`src/rtl/id_alloc_queue.sv`:
```
// rtl/id_alloc_queue.sv - in-order ID allocator with program-order release, rollback and flush
// Head/tail/count ring of DEPTH IDs; ID fields carry a valid bit in the MSB.
module id_alloc_queue #(
  parameter int WIDTH = 7,
  parameter int DEPTH = 32,
  parameter int ALLOC = 2,
  parameter int FREE  = 2,
  parameter int CW    = $clog2(DEPTH + 1)
) (
  input  logic                         clk,
  input  logic                         rst,
  input  logic [ALLOC-1:0]             alloc_req,
  output logic                         alloc_ready,
  output logic [ALLOC*(WIDTH+1)-1:0]   alloc_id,
  input  logic [FREE-1:0]              free_en,
  input  logic                         rb_valid,
  input  logic [WIDTH-1:0]             rb_id,
  input  logic                         rb_incl,
  input  logic                         flush,
  output logic [WIDTH:0]               head_id,
  output logic [CW-1:0]                count,
  output logic                         empty,
  output logic                         full,
  output logic                         err
);

  // Wide enough for any pointer plus DEPTH or a lane count, so no sum overflows.
  localparam int SW = WIDTH + 5;

  logic [WIDTH-1:0] head_q, tail_q;
  logic [CW-1:0]    count_q;
  logic             err_q;

  logic [WIDTH-1:0] head_n, tail_n;
  logic [SW-1:0]    count_n;
  logic             err_n;

  logic [SW-1:0]    n_req, n_free, f_eff, cnt_ext, cnt_rel;
  logic [SW-1:0]    rb_ext, rb_d, rb_keep;
  logic [WIDTH-1:0] head_rel, rb_tail;
  logic             free_err, rb_bad;

  function automatic logic [WIDTH-1:0] wrap_add(input logic [WIDTH-1:0] a, input logic [SW-1:0] b);
    logic [SW-1:0] s;
    s = SW'(a) + b;
    return WIDTH'(s % SW'(DEPTH));
  endfunction

  always_comb begin
    n_req  = '0;
    n_free = '0;
    for (int i = 0; i < ALLOC; i++) n_req  = n_req  + SW'(alloc_req[i]);
    for (int i = 0; i < FREE;  i++) n_free = n_free + SW'(free_en[i]);
  end

  assign cnt_ext     = SW'(count_q);
  assign alloc_ready = !rst && !rb_valid && !flush && (n_req <= SW'(DEPTH) - cnt_ext);

  always_comb begin
    logic [SW-1:0] pre;
    alloc_id = '0;
    pre      = '0;
    for (int i = 0; i < ALLOC; i++) begin
      alloc_id[i*(WIDTH+1) +: WIDTH+1] = {alloc_req[i] & alloc_ready, wrap_add(tail_q, pre)};
      pre = pre + SW'(alloc_req[i]);
    end
  end

  // Releases are clamped to the live count seen before any same-cycle allocation.
  assign free_err = n_free > cnt_ext;
  assign f_eff    = free_err ? cnt_ext : n_free;
  assign head_rel = wrap_add(head_q, f_eff);
  assign cnt_rel  = cnt_ext - f_eff;

  assign rb_ext  = SW'(rb_id);
  assign rb_d    = (rb_ext >= SW'(head_q)) ? rb_ext - SW'(head_q)
                                           : rb_ext + SW'(DEPTH) - SW'(head_q);
  assign rb_bad  = (rb_ext >= SW'(DEPTH)) || (rb_d >= cnt_ext);
  assign rb_keep = rb_d + SW'(!rb_incl);
  assign rb_tail = wrap_add(rb_id, SW'(!rb_incl));

  always_comb begin
    head_n  = head_rel;
    tail_n  = tail_q;
    count_n = cnt_rel;
    err_n   = err_q | free_err;
    if (flush) begin
      tail_n  = head_rel;
      count_n = '0;
    end else if (rb_valid) begin
      if (rb_bad) begin
        err_n = 1'b1;
      end else if (f_eff > rb_keep) begin
        // Releases reached past the rollback point: the queue simply drains.
        head_n  = rb_tail;
        tail_n  = rb_tail;
        count_n = '0;
      end else begin
        tail_n  = rb_tail;
        count_n = rb_keep - f_eff;
      end
    end else if (alloc_ready) begin
      tail_n  = wrap_add(tail_q, n_req);
      count_n = cnt_rel + n_req;
    end
  end

  always_ff @(posedge clk or posedge rst) begin
    if (rst) begin
      head_q  <= '0;
      tail_q  <= '0;
      count_q <= '0;
      err_q   <= 1'b0;
    end else begin
      head_q  <= head_n;
      tail_q  <= tail_n;
      count_q <= CW'(count_n);
      err_q   <= err_n;
    end
  end

  assign count   = count_q;
  assign empty   = (count_q == '0);
  assign full    = (count_q == CW'(DEPTH));
  assign head_id = {!empty, head_q};
  assign err     = err_q;

endmodule

```
`config.mk`:
```
export PLATFORM = sky130hd
export DESIGN_NAME = id_alloc_queue
export DESIGN_NICKNAME = d
export VERILOG_FILES = /design/src/rtl/id_alloc_queue.sv
export SDC_FILE = /design/constraint.sdc
export NUM_CORES = 1
export LEC_CHECK = 0
export ABC_AREA = 1
export ABC_CLOCK_PERIOD_IN_PS = 4400
export BUFFER_PORTS_ARGS = -buffer_cell sky130_fd_sc_hd__buf_2
export CAP_MARGIN = 20
export CORE_AREA = 2 2 77 79
export CTS_CLUSTER_SIZE = 28
export DETAILED_ROUTE_END_ITERATION = 8
export DIE_AREA = 0 0 79 81
export GPL_ROUTABILITY_DRIVEN = 1
export GPL_TIMING_DRIVEN = 0
export PLACE_DENSITY = 0.87
export SYNTH_ARGS = -nofsm -noshare
export SYNTH_HDL_FRONTEND = slang
export SYNTH_SLANG_ARGS = --single-unit
```
`constraint.sdc`:
```
create_clock -name clk -period 4.4 [get_ports clk]
set_input_delay 0.44 -clock clk [delete_from_list [all_inputs] [get_ports clk]]
set_output_delay 0.44 -clock clk [all_outputs]
set_load 0.1 [all_outputs]
```
==> impl_metrics.py <==
metrics = {
    "run_status": {
        "status": "completed",
    },
    "sta": {
        "rsz0062_at_grt": "false",
        "tightest_slew_ns": 0.709,
        "slew_headroom_pct": 52.7,
        "period_share_pct": 91.2,
        "fin_worst_skew_ns": 0.00367,
        "fmax_mhz": 249,
        "hold_viol_final": 0,
        "setup_viol": 0,
        "min_period_ns": 4.01,
        "finalSetupTns_ns": 0,
        "slew_viol_final": 0,
    },
    "synthesis": {
        "synth_cells": 466,
        "netlist_top_cells_area": "ha_1 (20%), dfrtp_1 (13%), nand2_1 (12%)",
        "synth_top_area_share_pct": 20.0,
        "synth_top_family_by_area": "simple AND/OR/NAND/NOR gates",
        "ys.flop_type": "dfrtp_1",
        "synth_mux_area_share_pct": 0,
        "synth-compound-area-share_pct": 12.4,
        "ys_warn_count": 0,
        "synth_area_sq_um": 3180,
        "synth_xor_area_share_pct": 6.60,
        "yosys.area.top_type": "ha_1",
        "ys_seq_elements": 17,
        "synth_area_per_cell_sq_um": 6.83,
        "yosys.area_share.simple_pct": 28.9,
        "async_flop_share_pct": 100,
        "synthAdderAreaFrac_pct": 25.7,
        "yosysSeqAreaShare_pct": 13.4,
        "synthDistinctLibCells": 38,
        "synth_edf_count": 0,
    },
    "routing": {
        "vias": 3126,
        "ant_nets": 0,
        "first_pass_iters": 5,
        "drcViolationCount": 0,
        "drt_iter0_markers": 157,
        "viasPerCell": 5.20,
        "wl_um": 7230,
        "routedWlPerCell_um": 12.0,
    },
    "global_routing": {
        "grt_overflow_total": 0,
        "grt_usage_pct": 23.2,
        "antenna_found_initial": 0,
        "grt_max_degree": 19,
        "grt_pass1_vias": 2825,
        "grt_pass1_wl_um": 12100,
    },
    "clock_network": {
        "tritoncts": "done",
        "root_buffer": "clkbuf_8",
        "cts_num_sinks": 17,
        "cts_max_path_buffers": 2,
        "clkTransAtPathRegs_ns": 0.07,
        "worstSkewPairLatency_ns": 0.26,
        "htreeDepth": 1,
        "numCtsBuffers": 3,
        "cts_setup_buffers": 0,
    },
    "cells_and_area": {
        "fin_nets": 603,
        "area_growth_pct": 12.7,
        "nFillCells": 514,
        "final_cell_mix": "nand2_1 (101), inv_1 (89), ha_1 (51), buf_2 (44), nand3_1 (30)",
        "final_layout_size_suffix_gt1_share_pct": 16.0,
        "multi_input_area_sq_um": 2400,
        "final_common_cell": "nand2_1",
        "antennaDiodeCount": 0,
        "seqCellArea_sq_um": 425,
    },
    "floorplanning": {
        "die_area_sq_um": 6400,
        "core_area_sq_um": 5680,
        "initial_utilization_pct": 56.1,
        "fp.dieH_um": 81,
        "die_w_um": 79,
        "pin_count": 50,
        "std_cell_rows": 28,
    },
    "place": {
        "io_buffers": 43,
        "place_congestion": 0.940,
        "place.detailed.hpwl_um": 6120,
    },
    "worst_setup_path": {
        "worst_ep_required_time_ns": 4.59,
        "worstSetupPathType": "flip-flop to flip-flop",
        "cp.arrival_ns": 4.20,
        "cp-start-kind": "flip-flop",
        "crit_path_end_kind": "flip-flop",
        "critPathMaxFanout": 6,
    },
    "hold_path": {
        "hold_path.class": "input pin to async pin",
    },
    "job": {
        "drv_cap": 0,
    },
}
flip-flops by register name, indices dropped and copies added (netlist names):
name and count:
tail_q 5, count 6, err 1, head_q 5
worst max-delay path, stage by stage (launching register included):
cell and delay, ns:
dfrtp_1 0.41, inv_1 0.25, ha_1 0.30, nand2_1 0.06, inv_1 0.03, nor3_1 0.25
inv_1 0.13, o21ai_0 0.53, ha_1 0.30, fa_1 0.49, inv_1 0.11, ha_1 0.22
nand2_1 0.07, inv_1 0.03, o21ai_0 0.18, nor2_2 0.09, xnor2_1 0.12, o21ai_0 0.19
a21boi_1 0.18
cells in the mapped netlist (3+ instances only):
master,count
a21oi_1,22
buf_4,6
clkbuf_1,3
dfrtp_1,17
fa_1,9
ha_1,51
inv_1,89
inv_2,3
nand2_1,101
nand2_2,11
nand3_1,30
nand3_2,3
nand4_1,8
nor2_1,25
nor2_2,6
nor2_4,4
nor3_1,3
o21ai_0,22
o21bai_1,6
xnor2_1,5
xor2_1,19
area by class of cell:
class | instances | share of cell area, %
well taps | 75 | 2.62
plain buffers | 10 | 1.71
inverters | 92 | 9.63
repair buffers | 43 | 6.00
multi-input cells | 360 | 66.9
flip-flops and latches | 17 | 11.9
clock buffers | 4 | 1.26
through the flow:
step	hold WS [ns]	std cells	worst slack [ns]	area (sq um)	util, %
2_1_floorplan	0.382	479	0.174	3230	-
3_3_place_gp	0.473	597	0.272	3540	62.4
3_5_place_dp	0.477	597	0.214	3540	62.4
4_1_cts	0.311	601	0.386	3590	63.2
5_1_grt	0.358	601	0.0106	3590	63.2
6_report	0.277	601	0.388	3590	63.2
repair_timing:
item,4_1_cts,5_1_grt
hold buffers,0,0
gates resized for setup,0,1
setup endpoints to repair,0,1
layer usage:
metal  track usage, %  vias up  wire, um
met4             8.97        0       221
li1                 -     1588         -
met2             43.1      105      3570
met1             28.8     1412      3100
met3            0.444       21       335
met5                0        -         0
logic make-up (layout without fill, tap and decap cells):
group	after synthesis	after routing
fa+ha+maj	60	60
simple gates	196	196
compound gates	65	65
flops	17	17
other cells	2	15
xor+xnor	24	24
buf+inv	102	149
path summary, 6_finish.rpt:
check,endpoint,from,cells past startpoint,slack [ns]
worst max-delay path,count[3],count[1],18,0.39
worst min-delay path,count[1],rst,2,0.28
worst max register to register,count[3],count[1],18,0.39
worst min register to register,err,err,2,0.49
max in group asynchronous,tail_q[4],rst,2,3.67
min in group clk,err,err,2,0.49
Power is not shown: default switching activity piles up to over one toggle a cycle in this logic, so the estimate is an artifact.
